## src/rtl/wb_pkg.sv

```systemverilog
// Shared types and sizes for the register-file write-back queue.
package wb_pkg;

    localparam int unsigned REG_W    = 4;
    localparam int unsigned DATA_W   = 16;
    localparam int unsigned NUM_REGS = 16;

    typedef struct packed {
        logic [REG_W-1:0]  dst;
        logic [DATA_W-1:0] data;
    } wb_entry_t;

    function automatic logic [NUM_REGS-1:0] onehot16(input logic [REG_W-1:0] r);
        return NUM_REGS'(1) << r;
    endfunction

endpackage

```

## src/rtl/wbq_storage.sv

```systemverilog
// Circular buffer of write-back entries: up to two pushes (a before b) and one pop per cycle.
// Entries and valid flags are presented in age order, index 0 being the head.
module wbq_storage
    import wb_pkg::*;
#(
    parameter int unsigned DEPTH = 4
) (
    input  logic                   clk,
    input  logic                   rst,
    input  logic                   push_a,
    input  wb_entry_t              entry_a,
    input  logic                   push_b,
    input  wb_entry_t              entry_b,
    input  logic                   pop,
    output wb_entry_t              entries [DEPTH],
    output logic [DEPTH-1:0]       valid,
    output logic [$clog2(DEPTH):0] count
);

    localparam int unsigned PW = $clog2(DEPTH);
    localparam int unsigned CW = PW + 1;

    wb_entry_t         mem [DEPTH];
    logic [PW-1:0]     head;
    logic [PW-1:0]     tail;

    always_ff @(posedge clk or negedge rst) begin
        if (!rst) begin
            head  <= '0;
            tail  <= '0;
            count <= '0;
        end else begin
            head  <= head + PW'(pop);
            tail  <= tail + PW'(push_a) + PW'(push_b);
            count <= count + CW'(push_a) + CW'(push_b) - CW'(pop);
        end
    end

    // Payload storage needs no reset: occupancy alone decides what is live.
    always_ff @(posedge clk) begin
        if (push_a) mem[tail] <= entry_a;
        if (push_b) mem[tail + PW'(push_a)] <= entry_b;
    end

    always_comb begin
        for (int unsigned k = 0; k < DEPTH; k++) begin
            entries[k] = mem[head + PW'(k)];
            valid[k]   = CW'(k) < count;
        end
    end

endmodule

```

## src/rtl/regfile_wb_queue.sv

```systemverilog
// Write-side front end of the 16x16 register file: merges ALU and load results into one write port.
// Optional macro WBQ_FWD_EN adds a youngest-match forwarding lookup (fwd_reg/fwd_hit/fwd_data).
module regfile_wb_queue
    import wb_pkg::*;
#(
    parameter int unsigned DEPTH = 4
) (
    input  logic                   clk,
    input  logic                   rst,
    input  logic                   alu_valid,
    output logic                   alu_ready,
    input  logic [REG_W-1:0]       alu_reg,
    input  logic [DATA_W-1:0]      alu_data,
    input  logic                   mem_valid,
    output logic                   mem_ready,
    input  logic [REG_W-1:0]       mem_reg,
    input  logic [DATA_W-1:0]      mem_data,
    input  logic                   wb_hold,
    output logic [REG_W-1:0]       DstReg,
    output logic [DATA_W-1:0]      DstData,
    output logic                   WriteReg,
    output logic [NUM_REGS-1:0]    pending,
`ifdef WBQ_FWD_EN
    input  logic [REG_W-1:0]       fwd_reg,
    output logic                   fwd_hit,
    output logic [DATA_W-1:0]      fwd_data,
`endif
    output logic [$clog2(DEPTH):0] count
);

    localparam int unsigned CW = $clog2(DEPTH) + 1;

    wb_entry_t        entries [DEPTH];
    logic [DEPTH-1:0] valid;
    wb_entry_t        mem_entry;
    wb_entry_t        alu_entry;
    logic             mem_fire;
    logic             alu_fire;

    assign mem_entry = '{dst: mem_reg, data: mem_data};
    assign alu_entry = '{dst: alu_reg, data: alu_data};

    // Load results take the first free slot; ALU gets the slot only if one remains after it.
    always_comb begin
        mem_ready = count < CW'(DEPTH);
        alu_ready = (count < CW'(DEPTH - 1)) || (mem_ready && !mem_valid);
        mem_fire  = mem_valid && mem_ready;
        alu_fire  = alu_valid && alu_ready;
    end

    wbq_storage #(.DEPTH(DEPTH)) u_storage (
        .clk     (clk),
        .rst     (rst),
        .push_a  (mem_fire),
        .entry_a (mem_entry),
        .push_b  (alu_fire),
        .entry_b (alu_entry),
        .pop     (WriteReg),
        .entries (entries),
        .valid   (valid),
        .count   (count)
    );

    always_comb begin
        WriteReg = valid[0] && !wb_hold;
        DstReg   = '0;
        DstData  = '0;
        if (valid[0]) begin
            DstReg  = entries[0].dst;
            DstData = entries[0].data;
        end
    end

    always_comb begin
        pending = '0;
        for (int unsigned k = 0; k < DEPTH; k++) begin
            if (valid[k]) pending = pending | onehot16(entries[k].dst);
        end
    end

`ifdef WBQ_FWD_EN
    // Scan oldest to youngest so the youngest match wins.
    always_comb begin
        fwd_hit  = 1'b0;
        fwd_data = '0;
        for (int unsigned k = 0; k < DEPTH; k++) begin
            if (valid[k] && entries[k].dst == fwd_reg) begin
                fwd_hit  = 1'b1;
                fwd_data = entries[k].data;
            end
        end
    end
`endif

endmodule
```

## config.mk

```make
export PLATFORM = sky130hd
export DESIGN_NAME = regfile_wb_queue
export DESIGN_NICKNAME = d
export VERILOG_FILES = /design/src/rtl/wb_pkg.sv /design/src/rtl/wbq_storage.sv /design/src/rtl/regfile_wb_queue.sv
export SDC_FILE = /design/constraint.sdc
export NUM_CORES = 1
export LEC_CHECK = 0
export ABC_AREA = 1
export CORE_ASPECT_RATIO = 0.8
export CORE_MARGIN = 1.5
export CORE_UTILIZATION = 55
export DETAILED_ROUTE_END_ITERATION = 12
export HOLD_SLACK_MARGIN = 0.12
export MAX_ROUTING_LAYER = met4
export PLACE_DENSITY = 0.83
export SLEW_MARGIN = 10
export SYNTH_ARGS = -nofsm -noshare
export SYNTH_HDL_FRONTEND = slang
export SYNTH_SLANG_ARGS = --single-unit
```

## constraint.sdc

```tcl
create_clock -name clk -period 3.2 [get_ports clk]
set_input_delay 0.64 -clock clk [delete_from_list [all_inputs] [get_ports clk]]
set_output_delay 0.64 -clock clk [all_outputs]
set_load 0.02 [all_outputs]
```

==> Word-level counts from Yosys, hierarchy flattened <==
Memory sizes are Yosys's and may differ from the RTL's.
Cells that the tools add are included.
{ "word_totals": {"word_cells": 43, "reg_bits": 7, "mem_count": 1, "input_bits": 45, "out_inout_bits": 42, "mem_bits_rw": 80} }
{ "mem_list": {"columns": ["memory", "words", "width", "rd", "rd_ports_with_merged_regs", "wr", "line_no", "text"], "rows": [
  ["u_storage.mem", 4, 20, 4, 0, 2, "wbq_storage.sv:23", "wb_entry_t mem [DEPTH];"]
]} }
{ "classes": {"shifts": 4, "magnitude_cmp": 6, "reduce_logical": 7, "n_addsub": 9, "bitwise": 3, "muxes": 10} }
{ "ops": {"columns": ["operator", "n"], "rows": [
  ["two-way mux 16 bit", 5],
  ["left shift 1 x 4 -> 16 bit (first input constant)", 4],
  ["OR 16 bit", 3],
  ["adder 2 x 1 -> 2 bit", 3],
  ["adder 3 x 1 -> 3 bit", 2],
  ["< comparator 1 x 3 -> 1 bit (first input constant)", 2],
  ["< comparator 2 x 3 -> 1 bit (first input constant)", 2],
  ["adder 2 bit (second input constant)", 2],
  ["logical AND 1 bit", 4],
  ["two-way mux 1 bit", 4],
  ["two-way mux 4 bit", 1],
  ["< comparator 3 x 2 -> 1 bit (second input constant)", 1],
  ["< comparator 3 bit (second input constant)", 1],
  ["subtractor 3 x 1 -> 3 bit", 1],
  ["adder 2 x 1 -> 2 bit (second input constant)", 1],
  ["logical NOT 1 bit", 2],
  ["logical OR 1 bit", 1]
]} }

==> Depth between registers and ports, before layout <==
Gate-level depths: netlist of run 1.
An unclocked memory read counts as a cell.
{ "depth": {"depth_word": 9, "ltp_mapped": 13, "ltp_nobuf": 10} }

==> Hierarchy <==
From an unflattened synthesis of run 1, not the netlist that was laid out.
{ "hier_totals": {"cells_unflattened": 1108, "area_unflattened_um2": 7143.1} }
{ "by_module_without_submodules": {"columns": ["mod", "cells_each", "instances", "area_each_um2", "seq_area_each_um2"], "rows": [
  ["wbq_storage", 880, 1, 6202.2, 2577.5],
  ["regfile_wb_queue", 228, 1, 940.9, 0.0]
]} }

==> Worst setup path after synthesis of run 1 <==
Ideal clock, no wire load.
{ "synth_path": {"path_kind": "input to register", "start": "input mem_valid", "end": "memory u_storage.mem[2][0] (netlist name), enable pin", "setup_ns": 0.405, "setup_slack_ns": 0.316, "t_required_ns": 2.795, "arrival_time_ns": 2.479, "cell_stages": 6, "path_buffers": 0, "path_cell_list": "inv_1 nor2_1 ha_1 xor2_2 nand2_1 o22ai_1"} }
{ "synth_rtl": {"columns": ["element", "line_no", "text"], "rows": [
  ["start, declared", "regfile_wb_queue.sv:14", "input logic mem_valid,"],
  ["end, declared", "wbq_storage.sv:23", null]
]} }

==> Worst setup path in the final report of run 1 <==
{ "layout_path": {"start": "register u_storage.count[1]", "end": "output WriteReg"} }
{ "layout_between": {"elab_chain_cells": 2} }
{ "layout_lines": {"columns": ["element", "line_no", "text"], "rows": [
  ["start, declared", "wbq_storage.sv:17", "output logic [$clog2(DEPTH):0] count"],
  ["start signal, assigned", "wbq_storage.sv:35", "count <= count + CW'(push_a) + CW'(push_b) - CW'(pop);"],
  ["< comparator 1 x 3 -> 1 bit", "wbq_storage.sv:48", "valid[k] = CW'(k) < count;"],
  ["logical AND 1 bit", "regfile_wb_queue.sv:65", "WriteReg = valid[0] && !wb_hold;"],
  ["end, declared", "regfile_wb_queue.sv:21", "output logic WriteReg,"]
]} }
Every way passes these cells.

==> impl_metrics.json, run 1 <==
{
  "tightest_slew_ns": 0.362,
  "syn-cell-area_sq_um": 5730,
  "crit_type": "reg -> out",
  "drtAntennaViolNets": 0,
  "synthTopCellsByCount": "180 x nand2_1, 145 x nor2_1, 117 x nand3_1, 80 x edfxtp_1, 53 x inv_1",
  "largest_reg_flops": 80,
  "drive_gt1_frac": 0.0935,
  "syn_inst": 762,
  "drtPass1Iterations": 5,
  "path_common_cell": "inv_1",
  "required_ns": 2.56,
  "peakVddDrop_v": 0.000831,
  "start_util": 0.561,
  "diodes": 0,
  "hold_buffers": 0,
  "portBuffers": 86,
  "final-setup-viol-count": 0,
  "synth_compound_area_frac": 0.102,
  "fin_crit_sh": 0.958,
  "ys_top_cells_by_area": "edfxtp_1 42%, nand2_1 12%, nand3_1 10%, nor2_1 9.5%, a21oi_1 3.5%",
  "timing.rr.end": "u_storage.count[2]$_DFF_PN0_",
  "cts_buffer_depth": 2,
  "max_stage_delay_ns": 0.67,
  "tns_ns": 0,
  "reg2reg_slack_ns": 0.46,
  "whs_ns": 0.573,
  "syn-num-nets": 815,
  "cts_tree": "done",
  "outcome": "completed",
  "clock_latency_ns": 0.34,
  "synthMuxAreaShare": 0,
  "synth_top_family_by_area": "simple AND/OR/NAND/NOR gates",
  "htreeDepth": 3,
  "clock_skew_ns": 0.00525,
  "power.density_nw_per_um2": 1150,
  "area_delta_synth_final_pct": 25.1,
  "drt_iter0_markers": 606,
  "ys_types": 28,
  "hpwl_um": 11200,
  "grt_max_degree": 41,
  "p_leak_nw": 3.15,
  "antenna_found_initial": 0,
  "synthArstFlopShare": 0.0805,
  "hp-class": "in -> async",
  "fin_util": 0.702,
  "row_count": 33,
  "cp_cell_sequence": "inv_1 -> ha_1 -> inv_1 -> nor2_2 -> buf_4 -> nor2_1 -> clkdlybuf4s50_1",
  "pin_count": 87,
  "seq_area_frac_synth": 0.450,
  "syn_area_per_cell_sq_um": 7.51,
  "drv_slew": 0,
  "synth_fa_ha_area_frac": 0.0201,
  "dieHeight_um": 94.3,
  "startpoint_type": "register",
  "wirelength_um": 16100,
  "synth_ff_type": "edfxtp_1",
  "yosysTopAreaCellShare": 0.420,
  "synthXorXnorAreaFrac": 0.00743,
  "rsz0062_at_grt": "no",
  "synthSimpleGateAreaFrac": 0.339,
  "relSlewSlack": 0.758,
  "clk_pin_slew_ns": 0.06,
  "r2r-start": "u_storage.count[2]$_DFF_PN0_",
  "track_usage": 0.316,
  "die_area_sq_um": 11000,
  "core_sq_um": 10200,
  "place.gp.congestion": 0.935,
  "via_count": 5602,
  "grt_pass1_vias": 5257,
  "route.detailed.drc": 0,
  "critPathArrivalTime_ns": 2.42,
  "cts_made_buffers": 9,
  "fmax_mhz": 326,
  "period_needed_ns": 3.06,
  "cts_sinks": 87,
  "grt_pass1_wl_um": 25700,
  "critPathMaxFanout": 20,
  "nets": 893,
  "endpoint_kind": "primary output",
  "ys_ff_latch": 87,
  "r2r_cells": 11,
  "fp.dieW_um": 117,
  "slowest_stage": "clkdlybuf4s50_1",
  "synth_edf_count": 80,
  "wl_per_cell_um": 16.4,
  "root_buffer": "clkbuf_16",
  "yosys_warnings": 0,
  "via_per_inst": 5.69,
  "synth.most_common_cell": "nand2_1",
  "drv_cap": 0,
  "synth_top_area_cell": "edfxtp_1",
  "hold_viol_final": 0,
  "grt-ovfl-total": 0
}
==> through the flow <==
| step | setup WS [ns] | instance area (sq um) | total power, mW | std cells |
|---|---|---|---|---|
| 3_5_place_dp | 0.237 | 6760 | 7.12 | 967 |
| 4_1_cts | 0.0153 | 7080 | 8.15 | 985 |
| 2_1_floorplan | 0.316 | 5730 | 5.26 | 762 |
| 6_report | 0.135 | 7160 | 8.27 | 985 |
| 3_3_place_gp | 0.275 | 6760 | 7.01 | 967 |
| 5_1_grt | 0.0409 | 7160 | 8.83 | 985 |
==> metal layers <==
layer | global-route usage | up-vias | wire length [um]
met4 | 0.0984 | 0 | 316
met5 | - | - | 0
li1 | - | 2710 | -
met2 | 0.507 | 294 | 7650
met1 | 0.416 | 2564 | 6660
met3 | 0.0497 | 34 | 1480
==> logic make-up (layout without fill, tap and decap cells) <==
group	Yosys count	in the layout
and+or+nand+nor	461	461
AOI/OAI and AO/OA	103	103
buffers and inverters	99	182
DFF	87	87
adders and majority gates	8	8
xor gates and xnor gates	4	4
==> layout by cell type (no fill, tap or decap) <==
master and instances:
nand2_1 175, nor2_1 141, nand3_1 114, edfxtp_1 80
clkdlybuf4s50_1 70, inv_1 53, a21oi_1 40, o21ai_0 33
a41oi_1 16, dlymetal6s2s_1 16, nand2_2 15, buf_4 15
clkbuf_16 9, o21ai_1 8, nor2_2 6, ha_1 6
nand3_2 5, buf_12 5, dfrtp_1 5, nand2_4 4
o21ai_2 4, clkbuf_1 4, inv_2 3, xor2_1 2
o22ai_2 2, fa_1 2, clkinvlp_4 2, buf_6 2
dfrtp_2 2, xor2_2 1, inv_8 1, nor2_4 1
xnor2_1 1, clkinv_2 1, bufbuf_16 1
==> final cells by class <==
class,instances,area [sq um]
clock buffers,13,240
clock inverters,3,20.0
fillers,803,3040
inverters,57,221
multi-input cells,576,2760
flip-flops and latches,87,2580
well taps,140,175
repair buffers,109,1170
==> timing repair <==
action / 4_1_cts / 5_1_grt
gates cloned: 1 / 0
resized for setup: 5 / 29
buffers inserted: 1 / 0
setup endpoints to repair: 16 / 20
==> worst max path at each step <==
stage | startpoint | to | slack [ns] | cells past startpoint
2_1_floorplan | mem_valid | u_storage.mem[2][0]$_DFFE_PP_ | 0.32 | 6
3_3_place_gp | u_storage.head[0]$_DFF_PN0_ | pending[3] | 0.28 | 10
3_5_place_dp | mem_valid | u_storage.mem[3][2]$_DFFE_PP_ | 0.24 | 8
4_1_cts | u_storage.head[1]$_DFF_PN0_ | pending[1] | 0.02 | 9
5_1_grt | u_storage.count[1]$_DFF_PN0_ | WriteReg | 0.04 | 7
6_report | u_storage.count[1]$_DFF_PN0_ | WriteReg | 0.14 | 7
==> report_power, final <==
part	total [mW]	switching (mW)	internal (mW)
combinational	5.43	3.49	1.94
clock	0.933	0.407	0.526
sequential	1.90	0.182	1.72
total	8.27	4.08	4.19
==> worst max-delay path: cells and delay by family (launching register included) <==
| kind | cells | cell delay (ns) |
|---|---|---|
| flip-flops | 1 | 0.40 |
| buffers and inverters | 4 | 1.16 |
| AND/OR/NAND/NOR | 2 | 0.33 |
| adder cells (fa/ha/maj) | 1 | 0.20 |
No activity file was read; power rests on OpenSTA's default activity.
==> run 2, diff against run 1 <==
==> constraint.sdc (replaced) <==
create_clock -name clk -period 3.2 [get_ports clk]
set_input_delay 0.96 -clock clk [delete_from_list [all_inputs] [get_ports clk]]
set_output_delay 0.96 -clock clk [all_outputs]
set_load 0.02 [all_outputs]
==> impl_metrics.json, run 2 (synthesis results as in run 1) <==
{
  "final-setup-viol-count": 0,
  "r2r_cells": 12,
  "route.detailed.drc": 0,
  "critPathMaxFanout": 20,
  "peakVddDrop_v": 0.000702,
  "place_area_sq_um": 6890,
  "core_sq_um": 10200,
  "layout_common_cells": "175 x nand2_1, 140 x nor2_1, 115 x nand3_1",
  "fin_crit_sh": 0.974,
  "final_common_cell": "nand2_1",
  "pin_count": 87,
  "fmax_mhz": 321,
  "htreeDepth": 3,
  "via_per_inst": 5.71,
  "place.gp.congestion": 0.961,
  "drtPass1Iterations": 5,
  "track_usage": 0.320,
  "antenna_found_initial": 0,
  "drv_slew": 0,
  "cts_tree": "done",
  "layout.cells.non_filler": 995,
  "outcome": "completed",
  "drtAntennaViolNets": 0,
  "total_power_mw": 8.26,
  "met2_length_um": 8040,
  "wl_met1_um": 6540,
  "relSlewSlack": 0.705,
  "wl_per_cell_um": 16.4,
  "via_count": 5684,
  "portBuffers": 86,
  "period_needed_ns": 3.12,
  "fin_area_sq_um": 7160,
  "critPathArrivalTime_ns": 2.16,
  "endpoint_kind": "primary output",
  "grt_max_degree": 41,
  "drt_iter0_markers": 497,
  "diodes": 0,
  "startpoint": "u_storage.count[2]$_DFF_PN0_",
  "clock_skew_ns": 0.00791,
  "grt-ovfl-total": 0,
  "root_buffer": "clkbuf_16",
  "crit_type": "reg -> out",
  "start_util": 0.561,
  "area_delta_synth_final_pct": 25.0,
  "p_leak_nw": 3.04,
  "hp-class": "reg -> reg",
  "timing.rr.end": "u_storage.count[2]$_DFF_PN0_",
  "power.density_nw_per_um2": 1150,
  "dieHeight_um": 94.3,
  "rsz0062_at_grt": "yes",
  "place_inst": 977,
  "clk_pin_slew_ns": 0.07,
  "required_ns": 2.24,
  "clock_latency_ns": 0.34,
  "fin_ws_ns": 0.0829,
  "die_area_sq_um": 11000,
  "r2r-start": "u_storage.count[2]$_DFF_PN0_",
  "met3_length_um": 1430,
  "tightest_slew_ns": 0.442,
  "grt_pass1_wl_um": 26300,
  "reg2reg_slack_ns": 0.42,
  "nets": 903,
  "whs_ns": 0.665,
  "startpoint_type": "register",
  "largest_reg_flops": 80,
  "drive_gt1_frac": 0.127,
  "cts_made_buffers": 9,
  "crit_path_end": "DstReg[1]",
  "hold_viol_final": 0,
  "cts_buffer_depth": 2,
  "cts_sinks": 87,
  "dpl_worst_slack_ns": 0.0383,
  "hold_buffers": 0,
  "drv_cap": 0,
  "wirelength_um": 16300,
  "row_count": 33,
  "grt_pass1_vias": 5648,
  "hpwl_um": 11300,
  "top_layer": "met4",
  "fp.dieW_um": 117
}
-- run 2: critical path: stages, from the launching register on --
cell and delay [ns]:
dfrtp_1 0.39, inv_2 0.13, ha_1 0.18, inv_2 0.07, nor2_2 0.10, buf_4 0.30, nor2_1 0.08, clkdlybuf4s50_1 0.55
-- run 2: worst min-delay path by stage --
stage | cells after the start | to | slack [ns] | start
floorplan | 1 | u_storage.head[0]$_DFF_PN0_ | 0.49 | u_storage.head[0]$_DFF_PN0_
global placement | 1 | u_storage.head[0]$_DFF_PN0_ | 0.61 | u_storage.head[0]$_DFF_PN0_
detailed placement | 1 | u_storage.head[0]$_DFF_PN0_ | 0.64 | u_storage.head[0]$_DFF_PN0_
CTS | 1 | u_storage.head[0]$_DFF_PN0_ | 0.68 | u_storage.head[0]$_DFF_PN0_
global route | 1 | u_storage.head[0]$_DFF_PN0_ | 0.69 | u_storage.head[0]$_DFF_PN0_
finish | 1 | u_storage.head[0]$_DFF_PN0_ | 0.67 | u_storage.head[0]$_DFF_PN0_
-- run 2: repair_timing --
item / in CTS / in global routing
buffers inserted: 0 / 2
resized for setup: 44 / 43
setup endpoints to repair: 33 / 21
pin swaps: 0 / 0
-- run 2: through the flow --
stage | TNS [ns] | util
floorplan | -0.149 | -
global placement | 0 | 0.675
detailed placement | 0 | 0.675
CTS | 0 | 0.703
global route | -0.0384 | 0.702
finish | 0 | 0.702
-- run 2: layer usage --
metal | GRT usage | up-vias
met5 | - | -
met4 | 0.104 | 0
met3 | 0.0619 | 26
met2 | 0.536 | 262
met1 | 0.391 | 2670
li1 | - | 2726
-- run 2: cell type report --
class                      instances  area (sq um)
fill                             843          3040
multi-input combinational        576          2750
sequential                        87          2580
timing repair buffer             119          1140
clock buffer                       9           225
inverter                          57           219
tap                              140           175
clock inverter                     7          63.8
-- run 2: power breakdown --
group	internal, mW	leakage [nW]	total (mW)	switching, mW
sequential	1.72	0.814	1.89	0.175
combinational	1.77	2.09	5.35	3.58
clock	0.547	0.142	1.02	0.475
==> run 3, diff against run 2 <==
--- a/config.mk
+++ b/config.mk
@@ -12,7 +12,7 @@
 export DETAILED_ROUTE_END_ITERATION = 12
 export HOLD_SLACK_MARGIN = 0.12
 export MAX_ROUTING_LAYER = met4
-export PLACE_DENSITY = 0.83
+export PLACE_DENSITY = 0.81
 export SLEW_MARGIN = 10
 export SYNTH_ARGS = -nofsm -noshare
 export SYNTH_HDL_FRONTEND = slang
==> impl_metrics.json, run 3 (synthesis results as in run 1) <==
{
  "diodes": 0,
  "nFillCells": 849,
  "clk_pin_slew_ns": 0.07,
  "crit_type": "reg -> out",
  "grt_pass1_vias": 5355,
  "via_per_inst": 5.67,
  "cp_cell_sequence": "buf_2 -> buf_4 -> nand3_1 -> a41oi_1 -> dlygate4sd2_1",
  "fin_ws_ns": 0.157,
  "cts_sinks": 87,
  "track_usage": 0.324,
  "final-setup-viol-count": 0,
  "drive_gt1_frac": 0.130,
  "p_sw_mw": 4.18,
  "period_needed_ns": 3.04,
  "r2r_cells": 12,
  "outcome": "completed",
  "portBuffers": 86,
  "tightest_slew_ns": 0.365,
  "die_area_sq_um": 11000,
  "dpl_worst_slack_ns": -0.0215,
  "dieHeight_um": 94.3,
  "wl_per_cell_um": 16.6,
  "grt_max_degree": 41,
  "core_sq_um": 10200,
  "grt-ovfl-total": 0,
  "fp.dieW_um": 117,
  "swShare": 0.513,
  "cts_buffer_depth": 2,
  "area_delta_synth_final_pct": 24.6,
  "power.density_nw_per_um2": 1140,
  "seqPwrFrac": 0.232,
  "power_frac_clock": 0.120,
  "pin_count": 87,
  "layout_common_cells": "174 x nand2_1, 140 x nor2_1, 115 x nand3_1",
  "fin_crit_sh": 0.951,
  "total_power_mw": 8.16,
  "slowest_stage": "dfrtp_2",
  "r2r-start": "u_storage.count[1]$_DFF_PN0_",
  "drv_slew": 0,
  "drt_iter0_markers": 560,
  "clock_skew_ns": 0.00751,
  "via_count": 5656,
  "combPwrFrac": 0.648,
  "crit_path_end": "DstData[11]",
  "place.gp.congestion": 0.861,
  "critPathArrivalTime_ns": 2.08,
  "grt_pass1_wl_um": 26400,
  "hold_buffers": 0,
  "wirelength_um": 16500,
  "reg2reg_slack_ns": 0.45,
  "p_int_mw": 3.98,
  "root_buffer": "clkbuf_16",
  "max_stage_delay_ns": 0.47,
  "drtAntennaViolNets": 0,
  "critPathMaxFanout": 22,
  "holdPathStages": 3,
  "antenna_found_initial": 0,
  "start_util": 0.561,
  "peakVddDrop_v": 0.000879,
  "final_common_cell": "nand2_1",
  "timing.rr.end": "u_storage.count[2]$_DFF_PN0_",
  "endpoint_kind": "primary output",
  "clock_latency_ns": 0.34,
  "cts_tree": "done",
  "hpwl_um": 11500,
  "required_ns": 2.24,
  "relSlewSlack": 0.756,
  "row_count": 33,
  "route.detailed.drc": 0,
  "p_leak_nw": 3.05,
  "hold_viol_final": 0,
  "drtPass1Iterations": 6,
  "nets": 905,
  "drv_cap": 0,
  "fmax_mhz": 329,
  "startpoint_type": "register",
  "htreeDepth": 3,
  "fin_area_sq_um": 7130,
  "hp-class": "reg -> reg",
  "startpoint": "u_storage.head[0]$_DFF_PN0_",
  "largest_reg_flops": 80,
  "cts_made_buffers": 9,
  "place_area_sq_um": 6880
}
-- run 3: final cells by class --
type                       count  area (sq um)  share of cell area
clock buffer                  10           229              0.0321
clock inverter                 6          43.8             0.00614
inverter                      57           221              0.0310
multi-input combinational    576          2750               0.385
sequential                    87          2580               0.362
tap                          140           175              0.0246
timing repair buffer         121          1130               0.159
-- run 3: worst min-delay path by stage --
stage,start,to,slack (ns)
3_3_place_gp,u_storage.count[0]$_DFF_PN0_,u_storage.count[0]$_DFF_PN0_,0.65
5_1_grt,u_storage.count[0]$_DFF_PN0_,u_storage.count[0]$_DFF_PN0_,0.71
4_1_cts,u_storage.count[2]$_DFF_PN0_,u_storage.count[2]$_DFF_PN0_,0.68
6_report,u_storage.count[2]$_DFF_PN0_,u_storage.count[2]$_DFF_PN0_,0.67
3_5_place_dp,u_storage.count[0]$_DFF_PN0_,u_storage.count[0]$_DFF_PN0_,0.66
2_1_floorplan,u_storage.head[0]$_DFF_PN0_,u_storage.head[0]$_DFF_PN0_,0.49
-- run 3: per-stage QoR --
step / hold WS (ns) / instances / setup TNS [ns] / utilization
6_report: 0.671 / 997 / 0 / 0.699
5_1_grt: 0.712 / 997 / -0.0158 / 0.699
4_1_cts: 0.676 / 996 / 0 / 0.702
3_5_place_dp: 0.659 / 980 / -0.0562 / 0.675
3_3_place_gp: 0.649 / 980 / 0 / 0.675
2_1_floorplan: 0.488 / 762 / -0.149 / -
-- run 3: power groups by stage --
stage / logic [mW] / registers (mW) / clock network, mW
2_1_floorplan: 3.37 / 1.89 / 0
3_3_place_gp: 5.31 / 1.89 / 0
3_5_place_dp: 5.43 / 1.91 / 0
4_1_cts: 5.23 / 1.90 / 0.974
5_1_grt: 5.78 / 1.93 / 1.01
6_report: 5.29 / 1.90 / 0.976
-- run 3: repair_timing --
action / 4_1_cts / 5_1_grt
setup endpoints to repair: 33 / 21
resized for setup: 50 / 41
buffers inserted: 0 / 1
gates cloned: 0 / 0
-- run 3: worst max-delay path: cells and delay by family, from the launching register on --
kind / cells / cell delay [ns]
buffers and inverters: 3 / 0.85
flip-flops: 1 / 0.47
AO/OA/AOI/OAI: 1 / 0.30
AND/OR/NAND/NOR: 1 / 0.12
-- run 3: routing by layer --
layer | up-vias | share of wire | track usage
met2 | 242 | 0.48 | 0.520
met3 | 26 | 0.087 | 0.0600
met5 | - | 0 | -
met4 | 0 | 0.014 | 0.0713
met1 | 2661 | 0.42 | 0.433
li1 | 2727 | - | -
